**src/rtl/pe_scatter_ctrl_if.sv**
```systemverilog
// Handshake bundle between a command/word source and pe_scatter_ctrl,
// carrying the command strobe, input word stream, demux write triple and status.
interface pe_scatter_ctrl_if #(
  parameter int DATA_WIDTH = 8,
  parameter int SEL_WIDTH  = 6
);
  logic                  start;
  logic [SEL_WIDTH-1:0]  base;
  logic [SEL_WIDTH:0]    len;
  logic                  in_valid;
  logic [DATA_WIDTH-1:0] in_data;
  logic                  in_ready;
  logic [DATA_WIDTH-1:0] dmux_data;
  logic [SEL_WIDTH-1:0]  dmux_sel;
  logic                  dmux_en;
  logic                  busy;
  logic                  done;
  logic                  err;

  modport master (
    output start, base, len, in_valid, in_data,
    input  in_ready, dmux_data, dmux_sel, dmux_en, busy, done, err
  );

  modport slave (
    input  start, base, len, in_valid, in_data,
    output in_ready, dmux_data, dmux_sel, dmux_en, busy, done, err
  );
endinterface

```
**src/rtl/pe_scatter_ctrl.sv**
```systemverilog
// Scatters a buffered word stream into len consecutive (wrapping) demux destinations
// from base; 2-edge minimum accept-to-write latency, 1 word/cycle sustained.
module pe_scatter_ctrl #(
  parameter int DATA_WIDTH = 8,
  parameter int DATA_DEPTH = 33,
  parameter int SEL_WIDTH  = $clog2(DATA_DEPTH),
  parameter int FIFO_DEPTH = 4
) (
  input logic              clk,
  input logic              rst,
  pe_scatter_ctrl_if.slave bus
);
  localparam int AW = $clog2(FIFO_DEPTH);
  localparam logic [SEL_WIDTH:0]   DEPTH_W   = (SEL_WIDTH+1)'(DATA_DEPTH);
  localparam logic [SEL_WIDTH-1:0] LAST_SEL  = SEL_WIDTH'(DATA_DEPTH - 1);
  localparam logic [AW:0]          FIFO_FULL = (AW+1)'(FIFO_DEPTH);

  typedef enum logic [1:0] {IDLE, LOAD, DONE} state_t;

  state_t                state_q;
  logic [DATA_WIDTH-1:0] mem_q [FIFO_DEPTH];
  logic [AW-1:0]         wr_q, rd_q;
  logic [AW:0]           cnt_q, cnt_d;
  logic [SEL_WIDTH-1:0]  ptr_q, ptr_d;
  logic [SEL_WIDTH:0]    rem_in_q, rem_out_q;
  logic [DATA_WIDTH-1:0] dmux_data_q;
  logic [SEL_WIDTH-1:0]  dmux_sel_q;
  logic                  dmux_en_q, busy_q, done_q, err_q;
  logic                  rdy, push, pop, cmd_bad;

  // Ready depends only on registered state, never on in_valid.
  assign rdy     = (state_q == LOAD) && (cnt_q != FIFO_FULL) && (rem_in_q != '0);
  assign push    = bus.in_valid && rdy;
  assign pop     = (state_q == LOAD) && (cnt_q != '0);
  assign cmd_bad = ({1'b0, bus.base} >= DEPTH_W) || (bus.len > DEPTH_W);

  always_comb begin
    cnt_d = cnt_q;
    case ({push, pop})
      2'b10:   cnt_d = cnt_q + (AW+1)'(1);
      2'b01:   cnt_d = cnt_q - (AW+1)'(1);
      default: cnt_d = cnt_q;
    endcase
    ptr_d = (ptr_q == LAST_SEL) ? '0 : ptr_q + SEL_WIDTH'(1);
  end

  always_ff @(posedge clk) begin
    if (rst) begin
      state_q     <= IDLE;
      wr_q        <= '0;
      rd_q        <= '0;
      cnt_q       <= '0;
      ptr_q       <= '0;
      rem_in_q    <= '0;
      rem_out_q   <= '0;
      dmux_data_q <= '0;
      dmux_sel_q  <= '0;
      dmux_en_q   <= 1'b0;
      busy_q      <= 1'b0;
      done_q      <= 1'b0;
      err_q       <= 1'b0;
    end else begin
      cnt_q       <= cnt_d;
      dmux_en_q   <= 1'b0;
      dmux_sel_q  <= '0;
      dmux_data_q <= '0;
      done_q      <= 1'b0;
      err_q       <= 1'b0;

      if (push) begin
        mem_q[wr_q] <= bus.in_data;
        wr_q        <= wr_q + AW'(1);
        rem_in_q    <= rem_in_q - (SEL_WIDTH+1)'(1);
      end

      if (pop) begin
        dmux_en_q   <= 1'b1;
        dmux_sel_q  <= ptr_q;
        dmux_data_q <= mem_q[rd_q];
        rd_q        <= rd_q + AW'(1);
        ptr_q       <= ptr_d;
        rem_out_q   <= rem_out_q - (SEL_WIDTH+1)'(1);
      end

      case (state_q)
        IDLE: begin
          busy_q <= 1'b0;
          if (bus.start) begin
            if (cmd_bad) begin
              err_q <= 1'b1;
            end else if (bus.len == '0) begin
              state_q <= DONE;
              busy_q  <= 1'b1;
              done_q  <= 1'b1;
            end else begin
              state_q   <= LOAD;
              busy_q    <= 1'b1;
              ptr_q     <= bus.base;
              rem_in_q  <= bus.len;
              rem_out_q <= bus.len;
            end
          end
        end
        LOAD: begin
          // Final write and DONE land in the same cycle.
          if (pop && (rem_out_q == (SEL_WIDTH+1)'(1))) begin
            state_q <= DONE;
            done_q  <= 1'b1;
          end
        end
        DONE: begin
          state_q <= IDLE;
          busy_q  <= 1'b0;
        end
        default: begin
          state_q <= IDLE;
          busy_q  <= 1'b0;
        end
      endcase
    end
  end

  assign bus.in_ready  = rdy;
  assign bus.dmux_data = dmux_data_q;
  assign bus.dmux_sel  = dmux_sel_q;
  assign bus.dmux_en   = dmux_en_q;
  assign bus.busy      = busy_q;
  assign bus.done      = done_q;
  assign bus.err       = err_q;
endmodule

```
**src/flat_wrapper.sv**
```systemverilog
// flat-port wrapper written by rule: the top's interface ports become plain ports
module pe_scatter_ctrl_flat 
#(
  parameter int DATA_WIDTH = 8,
  parameter int DATA_DEPTH = 33,
  parameter int SEL_WIDTH  = $clog2(DATA_DEPTH),
  parameter int FIFO_DEPTH = 4
)
  (clk, rst, bus_start, bus_base, bus_len, bus_in_valid, bus_in_data, bus_in_ready, bus_dmux_data, bus_dmux_sel, bus_dmux_en, bus_busy, bus_done, bus_err);
  pe_scatter_ctrl_if #(.DATA_WIDTH(DATA_WIDTH), .SEL_WIDTH(SEL_WIDTH)) bus_i ();
  input logic clk;
  input logic rst;
  input wire logic [$bits(bus_i.start)-1:0] bus_start;
  input wire logic [$bits(bus_i.base)-1:0] bus_base;
  input wire logic [$bits(bus_i.len)-1:0] bus_len;
  input wire logic [$bits(bus_i.in_valid)-1:0] bus_in_valid;
  input wire logic [$bits(bus_i.in_data)-1:0] bus_in_data;
  output wire logic [$bits(bus_i.in_ready)-1:0] bus_in_ready;
  output wire logic [$bits(bus_i.dmux_data)-1:0] bus_dmux_data;
  output wire logic [$bits(bus_i.dmux_sel)-1:0] bus_dmux_sel;
  output wire logic [$bits(bus_i.dmux_en)-1:0] bus_dmux_en;
  output wire logic [$bits(bus_i.busy)-1:0] bus_busy;
  output wire logic [$bits(bus_i.done)-1:0] bus_done;
  output wire logic [$bits(bus_i.err)-1:0] bus_err;
  assign bus_i.start = bus_start;
  assign bus_i.base = bus_base;
  assign bus_i.len = bus_len;
  assign bus_i.in_valid = bus_in_valid;
  assign bus_i.in_data = bus_in_data;
  assign bus_in_ready = bus_i.in_ready;
  assign bus_dmux_data = bus_i.dmux_data;
  assign bus_dmux_sel = bus_i.dmux_sel;
  assign bus_dmux_en = bus_i.dmux_en;
  assign bus_busy = bus_i.busy;
  assign bus_done = bus_i.done;
  assign bus_err = bus_i.err;
  pe_scatter_ctrl #(.DATA_WIDTH(DATA_WIDTH), .DATA_DEPTH(DATA_DEPTH), .SEL_WIDTH(SEL_WIDTH), .FIFO_DEPTH(FIFO_DEPTH)) u_core (.clk(clk), .rst(rst), .bus(bus_i));
endmodule
```
**config.mk**
```make
export PLATFORM = sky130hd
export DESIGN_NAME = pe_scatter_ctrl_flat
export DESIGN_NICKNAME = d
export VERILOG_FILES = /design/src/rtl/pe_scatter_ctrl_if.sv /design/src/rtl/pe_scatter_ctrl.sv /design/src/flat_wrapper.sv
export SDC_FILE = /design/constraint.sdc
export NUM_CORES = 1
export LEC_CHECK = 0
export ABC_AREA = 1
export BUFFER_PORTS_ARGS = -buffer_cell sky130_fd_sc_hd__buf_2
export CELL_PAD_IN_SITES_DETAIL_PLACEMENT = 0
export CELL_PAD_IN_SITES_GLOBAL_PLACEMENT = 1
export CORE_ASPECT_RATIO = 1.5
export CORE_UTILIZATION = 35
export CTS_CLUSTER_DIAMETER = 100
export DETAILED_ROUTE_END_ITERATION = 10
export GPL_TIMING_DRIVEN = 0
export PLACE_DENSITY = 0.76
export SLEW_MARGIN = 20
export SYNTH_ARGS = -nofsm -noshare
export SYNTH_HDL_FRONTEND = slang
export SYNTH_SLANG_ARGS = --single-unit
export TNS_END_PERCENT = 10
```
**constraint.sdc**
```tcl
create_clock -name clk -period 5.2 [get_ports clk]
set_input_delay 0.26 -clock clk [delete_from_list [all_inputs] [get_ports clk]]
set_output_delay 0.26 -clock clk [all_outputs]
set_load 0.01 [all_outputs]
```
-- Yosys cells after proc, flatten, opt, wreduce, memory -nomap -nowiden
Memory sizes are Yosys's and may differ from the RTL's. A register that Yosys moved wholly into a read port is not among the register bits.
Index checks and enable logic that the tools add are counted.
- bits in writable memories: 32
- memories kept: 1
- ROM bits: 0
- bits in latches: 0
- flip-flop bits (word level): 39
- muxes and demuxes: 35
- add/subtract/negate cells: 7
- $mul: 0
- reductions and logical operators: 14
- $lt $le $gt $ge: 2
- shifts and indexed selects: 0
- divide/modulo/power cells: 0
- equality and inequality tests: 9
- bitwise operators: 3
- memory list (name ; words ; width ; read ports ; clocked after Yosys merged registers in ; wr ports ; line ; text):
    u_core.mem_q ; 4 ; 8 ; 1 ; 1 ; 1 ; pe_scatter_ctrl.sv:21 ; logic [DATA_WIDTH-1:0] mem_q [FIFO_DEPTH];
- operators by type and width (cell ; number):
    2-to-1 mux 7 bit ; 10
    2-to-1 mux 6 bit ; 6
    subtractor 7 x 1 -> 7 bit, second input constant ; 2
    2-to-1 mux 1 bit ; 11
    2-to-1 mux 2 bit ; 4
    == test 7 x 1 -> 1 bit, second input constant ; 1
    > comparator 7 x 6 -> 1 bit, second input constant ; 1
    zero test 7 bit ; 1
    nonzero test 7 bit ; 1
    adder 6 x 1 -> 6 bit, second input constant ; 1
    == test 6 bit, second input constant ; 1
    >= comparator 6 bit, second input constant ; 1
    != test 2 bit, second input constant ; 3
    one-hot mux 3 bit (2 select lines) ; 1
    logical AND 1 bit ; 5
    adder 2 x 1 -> 2 bit, second input constant ; 2
    == test 2 x 1 -> 1 bit, second input constant ; 2
    one-hot mux 1 bit (2 select lines) ; 2
    one-hot mux 2 bit (2 select lines) ; 1
    adder 3 x 1 -> 3 bit, second input constant ; 1
    != test 3 bit, second input constant ; 1
    NOT 1 bit ; 3
    AND reduction 3 bit ; 1
    nonzero test 3 bit ; 1
    7 further kinds ; 7

-- Depth between registers and ports, before layout
Gate-level depths: netlist (run 1).
- depth after elaboration: 9
- depth in mapped cells: 14

-- Worst setup path after synthesis (run 1)
No wires, ideal clock.
- kind: flip-flop to flip-flop
- start: register u_core.rem_in_q[0]
- end: register u_core.cnt_q[2]
- setup slack: 3052 ps
- clock period less this slack: 2148 ps
- arrival: 2026 ps
- cell stages (with the launch flop): 15
- cell sequence: dfxtp_1 inv_1 ha_1 nand2_1 nor2_4 nor2_8 nand2_4 buf_6 ha_1 inv_1 fa_1 a21oi_1 o21ai_0 o21ai_0 a21oi_1
- longest elaborated chain between the ends: 5
- RTL lines (what ; line ; text):
    start: declaration ; pe_scatter_ctrl.sv:25 ; logic [SEL_WIDTH:0] rem_in_q, rem_out_q;
    start signal: assignment ; pe_scatter_ctrl.sv:73 ; rem_in_q <= rem_in_q - (SEL_WIDTH+1)'(1);
    start signal: assignment ; pe_scatter_ctrl.sv:99 ; rem_in_q <= bus.len;
    nonzero test 7 bit (*) ; pe_scatter_ctrl.sv:32 ; assign rdy = (state_q == LOAD) && (cnt_q != FIFO_FULL) && (rem_in_q != '0);
    logical AND 1 bit (*) ; pe_scatter_ctrl.sv:32 ;
    net bus_in_ready ; flat_wrapper.sv:18 ; output wire logic [$bits(bus_i.in_ready)-1:0] bus_in_ready;
    logical AND 1 bit (*) ; pe_scatter_ctrl.sv:33 ; assign push = bus.in_valid && rdy;
    == test 2 x 1 -> 1 bit or == test 2 bit (tied branches) ; pe_scatter_ctrl.sv:39 ; case ({push, pop})
    one-hot mux 3 bit (2 select lines) or nonzero test 2 bit (tied branches) ; n/a ;
    end signal: assignment ; pe_scatter_ctrl.sv:63 ; cnt_q <= cnt_d;
    end: declaration ; pe_scatter_ctrl.sv:23 ; logic [AW:0] cnt_q, cnt_d;
Mark *: on every way through the listed nets, which the timed path passes. The rest lies on a longest branch.
A chain may end at the register's enable or synchronous reset.

-- Final worst setup path (run 1)
- start: register u_core.rem_in_q[0]
- end: register u_core.cnt_q[2]
- longest elaborated chain between the ends: 5
- RTL lines (what ; line):
    nonzero test 7 bit (*) ; pe_scatter_ctrl.sv:32
    logical AND 1 bit (*) ; pe_scatter_ctrl.sv:32
    logical AND 1 bit (*) ; pe_scatter_ctrl.sv:33
    == test 2 x 1 -> 1 bit or == test 2 bit (tied branches) ; pe_scatter_ctrl.sv:39
    one-hot mux 3 bit (2 select lines) or nonzero test 2 bit (tied branches) ; n/a
Mark *: on every way between the ends. The rest lies on a longest branch, timed or not.

==> metrics, run 1 <==
Levels on crit path 14; routed vias/inst 4.724; Worst Path Buf+Inv 3; Avg Inst Size Synth 8.455 µm²; Hold Crit Class in2reg; Synth cell types 27; Total GRT Usage 0.1536; Post CTS Setup Buffer Count 0; Critical Path, Cell by Cell inv_1 -> ha_1 -> nand2_1 -> nor2_4 -> nor2_8 -> nand2_4 -> buf_6 -> ha_1 -> inv_1 -> fa_1 -> a21oi_1 -> o21ai_0 -> o21ai_0 -> a21oi_1; port bufs 42; # hold bufs at CTS 0; first-pass GRT wire length 12720 µm; largest net degree at the start of global routing 15; CP max stage delay 0.38 ns; I/O pin count 44; CP Capture Type register; multiplexer share of the synthesized area 0; drt pass-1 iters 7; cell taking the most area after synthesis edfxtp_1; Synth Area in XOR/XNOR 0.02214; Antenna Cells 0; CP max FO 10; Die ar. 10590 µm²; share of cells above drive strength 1 0.1754; ys flop type dfxtp_1; number of synthesized flops with an enable pin 32; initial antenna violation count 0; post-layout minimum cycle time 2.373 ns; post-synthesis instance total 421; Max Freq 421.5 MHz; Synth-to-Final Area Change 18.28%; Slew HR 0.4437; leak pwr 1.902 nW; power density over cell area 320.3 nW/µm²; register area share after synthesis 0.5343; GRT Max-Usage Layer met2; CP Class reg2reg; final WL 7657 µm; Core Area 9799 µm²; H-tree levels 3; Synth Area in Compound Gates 0.07311; Setup Skew 0.004718 ns; met2 GRT Util 0.2792; share of the synthesized area in the top cell type 0.2699; Die Wd 84.34 µm; Clk pin slew, worst setup/hold paths 0.06 ns; row cnt 44; violations in the final reports DRC; GPL Wtd Cong 0.7405; yosys warns 0; synthesis-stage register bit count 79; CTS tree built; # DRC 8; Worst path top cell family by delay adder cells; largest cells by area after synthesis edfxtp_1 27%, dfxtp_1 26%, nand2_1 7.9%; starting density of the core 0.3633; Fin Setup TNS 0 ns; routed length per instance 12.89 µm; Post-DRT Antenna Nets 0; mapped cell area 3560 µm²; root buffer cell clkbuf_16; R2R cell count 14; Worst-Margin Slew 0.8313 ns; met3 usage 0.02178; Final HPWL DP 5805 µm; worst vdd ir 0.0001969 V; post-synth net total 458; clock sinks 79; CP startpoint kind register; Tcrit/Tclk final 0.4563; total clock buffers created by CTS 9; Via Count 2806; met1 usage 0.1768; Fillers 1014; Detailed Route Iter0 Violations 141; CTS Buffer Depth 2; area share of fa/ha/maj cells after synthesis 0.04429; crit path DAT 2.59 ns; async set-reset flop share out of synthesis 0; Slew Viols, Final 0; outcome finished, violations left; clk_lat worst skew 0.33 ns; DIE HEIGHT 125.5 µm; Post-Synth Simple-Gate Area 0.2562; number of global-route vias before repair 2725; RSZ-0062 raised after global routing no; max-cap violations 0; largest family of logic cells by synthesized area simple AND/OR/NAND/NOR gates; # setup viols final 0; Hold Violations, Final 0; hold path cells 1; Final nets 511; total congestion overflow 0; CP required 5.41 ns; CTS resizes 0; Layout Utilization 0.4296; CP max-delay cell fa_1
==> where the power goes <==
part / internal (W) / switching [W] / leakage (nW)
logic: 0.0000270 / 0.0000452 / 1.09
registers: 0.000650 / 0.00000540 / 0.667
clock network: 0.000372 / 0.000249 / 0.140
==> metal layers <==
metal  up-vias  wire [µm]
li1       1477          -
met1      1264       3362
met2        55       3915
met3        10        243
met4         0        136
met5         -          0
==> registers in the layout, summed over array words and instances (netlist names), 2 cells and up <==
signal / flops
u_core.mem_q: 32
u_core.rd_q: 2
u_core.rem_in_q: 7
u_core.bus.dmux_data: 8
u_core.cnt_q: 3
u_core.ptr_q: 6
u_core.rem_out_q: 7
u_core.wr_q: 2
u_core.state_q: 2
u_core.bus.dmux_sel: 6
==> worst reg2reg max path, stage by stage, from the launching register on <==
cell     delay (ns)
dfxtp_1        0.31
inv_1          0.18
ha_1           0.19
nand2_1        0.08
nor2_4         0.16
nor2_8         0.07
nand2_4        0.07
buf_6          0.13
ha_1           0.15
inv_1          0.07
fa_1           0.38
a21oi_1        0.14
o21ai_0        0.11
o21ai_0        0.15
a21oi_1        0.06
==> cell usage in the layout (no fill, tap or decap) <==
master      count
a21oi_1        21
fa_1            1
nand2_2         1
nor3_2          1
nand2_4         1
clkbuf_1        2
o21ai_1        14
edfxtp_1       32
buf_2          52
inv_1          37
clkinv_1        2
nor2_2          2
bufinv_16       1
nand3_1        44
clkinvlp_4      2
nor2_4          1
nor2_8          1
nor3_1          5
clkinv_2        1
buf_1           1
buf_6           1
nand2_1        75
nand4_1         4
inv_2           9
nand3b_1        4
ha_1           11
inv_6           2
xor2_1          9
dfxtp_1        47
nor2_1         69
o21ai_0        17
clkbuf_16       9
==> worst paths after layout <==
kind,startpoint,end,slack [ns]
worst min register to register,u_core.rem_in_q[6],u_core.rem_in_q[6],0.47
worst max-delay path,u_core.rem_in_q[0],u_core.cnt_q[2],2.83
worst max register to register,u_core.rem_in_q[0],u_core.cnt_q[2],2.83
worst min-delay path,bus_in_data[0],u_core.mem_q[0][0],0.15
==> cell type report <==
cell class	instances	area, µm²	area share
clock inverters	7	71.32	0.01694
flip-flops and latches	79	1902	0.4517
clock buffers	9	225.2	0.05349
inverters	47	176.4	0.04190
plain buffers	14	72.57	0.01724
repair buffers	42	210.2	0.04993
multi-input cells	281	1409	0.3346
well taps	115	143.9	0.03418
==> synth_stat cells (9+ instances only) <==
| cell type | count |
|---|---|
| nand3_1 | 44 |
| nor2_1 | 69 |
| inv_2 | 9 |
| dfxtp_1 | 47 |
| o21ai_1 | 14 |
| ha_1 | 11 |
| buf_2 | 10 |
| a21oi_1 | 21 |
| inv_1 | 37 |
| xor2_1 | 9 |
| edfxtp_1 | 32 |
| nand2_1 | 75 |
| o21ai_0 | 17 |
==> cells by family (layout without fill, tap and decap cells) <==
group	after synthesis	in the layout
xor+xnor	9	9
simple gates	208	208
flops	79	79
compound gates	52	52
buf+inv	61	119
fa+ha+maj	12	12
==> through the flow <==
step,hold WS [ns],instance area (µm²),setup WS (ns),instances,total power [W]
floorplan,0.3291,3560,3.052,421,0.0007150
global placement,0.4517,3914,2.907,578,0.0007401
detailed placement,0.4607,3914,2.843,578,0.0007414
CTS,0.1471,4210,2.833,594,0.001366
global route,0.1549,4210,2.491,594,0.001396
finish,0.1518,4210,2.827,594,0.001348
(Power assumes the default switching activity.)
==> run 2, diff against run 1 <==
==> constraint.sdc (replaced) <==
create_clock -name clk -period 2.45 [get_ports clk]
set_input_delay 0.1225 -clock clk [delete_from_list [all_inputs] [get_ports clk]]
set_output_delay 0.1225 -clock clk [all_outputs]
set_load 0.01 [all_outputs]
==> run 2 against run 1 <==
Compared with the run above: the run still ends with DRC left; maximum frequency increased by 8.4%; combinational power increased by 110%; sequential cell count unchanged; largest cell class unchanged.
==> metrics, run 2 (same netlist as run 1, synthesis figures left out) <==
outcome finished, violations left; violations in the final reports DRC; Core Area 9799 µm²; Detailed Route Iter0 Violations 151; Fillers 1013; Setup Skew 0.005153 ns; Post-DRT Antenna Nets 0; starting density of the core 0.3633; Via Count 2821; CP startpoint kind register; routed vias/inst 4.749; Worst Path Buf+Inv 1; commonest non-fill, non-tap cell in the layout nand2_1; number of global-route vias before repair 2725; CTS Buffer Depth 2; Slew HR 0.4410; crit path DAT 2.14 ns; initial antenna violation count 0; post-layout minimum cycle time 2.188 ns; CP Capture Type register; RSZ-0062 raised after global routing no; met3 usage 0.02178; CTS tree built; Total GRT Usage 0.1536; routed length per instance 12.87 µm; row cnt 44; met2 GRT Util 0.2792; Die Wd 84.34 µm; Largest Register u_core.mem_q; leak pwr 1.902 nW; power density over cell area 679.5 nW/µm²; max reg flops 32; CP required 2.41 ns; Worst path top cell family by delay simple AND/OR/NAND/NOR gates; commonest non-fill, non-tap cells in the layout 75 x nand2_1, 69 x nor2_1, 51 x buf_2, 47 x dfxtp_1, 44 x nand3_1; Slew Viols, Final 0; H-tree levels 3; Worst-Margin Slew 0.8354 ns; I/O pin count 44; Hold Slack 0.01363 ns; CP max FO 10; Die ar. 10590 µm²; # hold bufs at CTS 0; GPL Wtd Cong 0.7405; GRT Max-Usage Layer met2; Hold Crit Class in2reg; share of cells above drive strength 1 0.1816; Max Freq 457.0 MHz; Tcrit/Tclk final 0.8932; # setup viols final 0; DIE HEIGHT 125.5 µm; Hold Violations, Final 0; Fin Setup TNS 0 ns; port bufs 42; worst vdd ir 0.0004184 V; # DRC 8; Final nets 511; Clk pin slew, worst setup/hold paths 0.06 ns; Final HPWL DP 5805 µm; drt pass-1 iters 7; first-pass GRT wire length 12720 µm; final WL 7645 µm; Critical Path, Cell by Cell inv_1 -> ha_1 -> nand2_1 -> nor2_4 -> nor2_8 -> nand3_1 -> nor2_1; met1 usage 0.1768; Antenna Cells 0; CP max-delay cell nor2_1; root buffer cell clkbuf_16; CP max stage delay 0.68 ns; clk_lat worst skew 0.33 ns; CP Class reg2reg; largest net degree at the start of global routing 15; total clock buffers created by CTS 9; clock sinks 79; max-cap violations 0; Synth-to-Final Area Change 18.52%; total congestion overflow 0
==> run 2: cell counts in the layout (fill, tap and decap cells not counted) <==
No cell type changed its count.
==> run 2: routing by layer <==
layer  wire length [µm]  vias to the layer above
li1                   -                     1478
met1               3354                     1274
met2               3899                       58
met3                247                       11
met4                144                        0
met5                  0                        -
==> run 2: area by class of cell <==
| type | count | area [µm²] | share of cell area |
|---|---|---|---|
| Buffer | 13 | 67.56 | 0.01601 |
| Clock buffer | 9 | 225.2 | 0.05338 |
| Clock inverter | 7 | 71.32 | 0.01690 |
| Inverter | 47 | 176.4 | 0.04181 |
| Multi-Input combinational cell | 281 | 1415 | 0.3354 |
| Sequential cell | 79 | 1902 | 0.4508 |
| Tap cell | 115 | 143.9 | 0.03410 |
| Timing Repair Buffer | 43 | 217.7 | 0.05160 |
==> run 2: what timing repair did <==
action	CTS	global route
setup endpoints to repair	0	1
endpoints found under the hold margin	0	0
gates resized for setup	0	5
setup buffers	0	1
==> run 2: final timing paths <==
check | from | endpoint | slack [ns] | depth (start not counted)
setup / recovery | u_core.rem_in_q[1] | u_core.mem_q[0][2] | 0.26 | 7
hold reg to reg | u_core.rem_in_q[6] | u_core.rem_in_q[6] | 0.47 | 2
hold / removal | bus_in_data[7] | u_core.mem_q[1][7] | 0.01 | 1
setup reg to reg | u_core.rem_in_q[1] | u_core.mem_q[0][2] | 0.26 | 7
==> run 2: metrics by stage <==
stage                     total power (W)  setup WS (ns)  area (µm²)  instances    util
after global placement           0.001571         0.1572        3914        578  0.3994
after global routing             0.002964        0.06229        4219        594  0.4305
final                            0.002867         0.2616        4219        594  0.4305
after floorplan                  0.001517         0.3020        3560        421       -
after CTS                        0.002899        0.08295        4210        594  0.4296
after detailed placement         0.001573        0.09286        3914        578  0.3994
==> run 2: where the power goes <==
part	switching (W)	leakage, nW	internal (W)	total (W)
clock	0.000531	0.140	0.000790	0.00132
sequential	0.0000116	0.667	0.00138	0.00139
combinational	0.0000962	1.09	0.0000583	0.000154
total	0.000639	1.90	0.00223	0.00287
==> run 3, diff against run 2 <==
==> constraint.sdc (replaced) <==
create_clock -name clk -period 2.47 [get_ports clk]
set_input_delay 0.1235 -clock clk [delete_from_list [all_inputs] [get_ports clk]]
set_output_delay 0.1235 -clock clk [all_outputs]
set_load 0.01 [all_outputs]
==> run 3 against run 2 <==
Compared with the run above: the run still ends with DRC left; via count is 0.32% lower; die area stayed put; worst hold slack hardly changed; maximum frequency is 2.3% lower; utilization hardly changed; largest cell class unchanged.
==> metrics, run 3 (same netlist as run 1, synthesis figures left out) <==
Die ar. 10590 µm²; Setup Skew 0.004475 ns; CP dominant cell by count o21ai_1; CP startpoint kind register; CP Capture Type register; Detailed Route Iter0 Violations 147; row cnt 44; Core Area 9799 µm²; dpl cell area 3914 µm²; max reg flops 32; CP Class reg2reg; root buffer cell clkbuf_16; Die Wd 84.34 µm; violations in the final reports DRC; CP max-delay cell fa_1; final WL 7662 µm; Hold Crit Class in2reg; RSZ-0062 raised after global routing no; clock sinks 79; outcome finished, violations left; Largest Register u_core.mem_q; Total GRT Usage 0.1536; port bufs 42; GPL Wtd Cong 0.7405; leak pwr 1.900 nW; non-filler instance count after layout 594; Post-DRT Antenna Nets 0; Tcrit/Tclk final 0.9072; Worst-Margin Slew 0.8281 ns; placed instance count 578; Final Cell Area 4217 µm²; Antenna Cells 0; Synth-to-Final Area Change 18.45%; drt pass-1 iters 7; routed length per instance 12.90 µm; starting density of the core 0.3633; Via Count 2812; Final HPWL DP 5805 µm; routed vias/inst 4.734; max-cap violations 0; total clock buffers created by CTS 9; Slew Viols, Final 0; Fin Setup TNS 0 ns; post-layout minimum cycle time 2.241 ns; CTS Buffer Depth 2; Max Freq 446.3 MHz; power density over cell area 674.3 nW/µm²; total congestion overflow 0; clk_lat worst skew 0.33 ns; # hold bufs at CTS 0; Fillers 1014; largest net degree at the start of global routing 15; Hold Slack 0.01401 ns; CP max FO 10; DIE HEIGHT 125.5 µm; # DRC 8; Clk pin slew, worst setup/hold paths 0.06 ns; H-tree levels 3; fin worst setup slack 0.2291 ns; worst vdd ir 0.0004154 V; Slew HR 0.4459; commonest non-fill, non-tap cells in the layout 75 x nand2_1, 69 x nor2_1, 51 x buf_2, 47 x dfxtp_1, 44 x nand3_1; Critical Path, Cell by Cell nor2_2 -> nand2_1 -> nor2_4 -> nor2_8 -> nand2_4 -> buf_6 -> ha_1 -> inv_1 -> fa_1 -> a21oi_2 -> o21ai_1 -> o21ai_1 -> a21oi_1; share of cells above drive strength 1 0.1795; Final nets 511; Setup Slack @ Placement 0.1129 ns; # setup viols final 0; Hold Violations, Final 0; crit path DAT 2.46 ns; first-pass GRT wire length 12720 µm; CP required 2.69 ns; CP max stage delay 0.41 ns; commonest non-fill, non-tap cell in the layout nand2_1; I/O pin count 44; initial antenna violation count 0; CTS tree built; number of global-route vias before repair 2725
run 3: cell counts in the layout (fill, tap and decap cells not counted):
No cell type changed its count.
run 3: worst paths after layout:
path | to | cells past startpoint | slack, ns | from
max reg2reg | u_core.cnt_q[2] | 13 | 0.23 | u_core.rem_in_q[2]
min | u_core.mem_q[0][0] | 1 | 0.01 | bus_in_data[0]
max | u_core.cnt_q[2] | 13 | 0.23 | u_core.rem_in_q[2]
min reg2reg | u_core.rem_in_q[6] | 2 | 0.47 | u_core.rem_in_q[6]
run 3: through the flow:
| step | util | total power (W) |
|---|---|---|
| after CTS | 0.4296 | 0.002876 |
| final | 0.4303 | 0.002843 |
| after global placement | 0.3994 | 0.001558 |
| after detailed placement | 0.3994 | 0.001561 |
| after global routing | 0.4303 | 0.002940 |
| after floorplan | - | 0.001505 |
run 3: worst max-delay path: cells and delay by family (launching register included):
family                     cells  cell delay (ns)
buffers and inverters          2             0.21
adders and majority gates      2             0.55
and+or+nand+nor                5             0.61
AOI/OAI and AO/OA              4             0.39
DFF                            1             0.35
run 3: cell type report:
class	count	area, µm²	share of cell area
buffer	13	67.56	0.01602
clock buffer	9	225.2	0.05341
clock inverter	7	71.32	0.01691
inverter	47	176.4	0.04184
multi-input combinational	281	1413	0.3350
sequential	79	1902	0.4510
tap	115	143.9	0.03412
timing repair buffer	43	217.7	0.05163
run 3: timing repair:
action / 4_1_cts / 5_1_grt
buffers inserted: 0 / 1
endpoints found under the setup margin: 0 / 1
gates resized for setup: 0 / 4
endpoints found under the hold margin: 0 / 0
run 3: metal layers:
metal,up-vias,part of all wire,routed length [µm],track usage
met1,1271,0.44,3376,0.1768
met2,54,0.51,3914,0.2792
met3,11,0.029,222,0.02178
met5,-,0,0,0
met4,0,0.019,148,0.06979
li1,1476,-,-,-
run 3: power by group:
part           internal (W)  leakage [nW]  switching (W)  total (W)
clock network      0.000784         0.140       0.000526    0.00131
registers           0.00137         0.667      0.0000115    0.00138
logic             0.0000578          1.09      0.0000957   0.000154
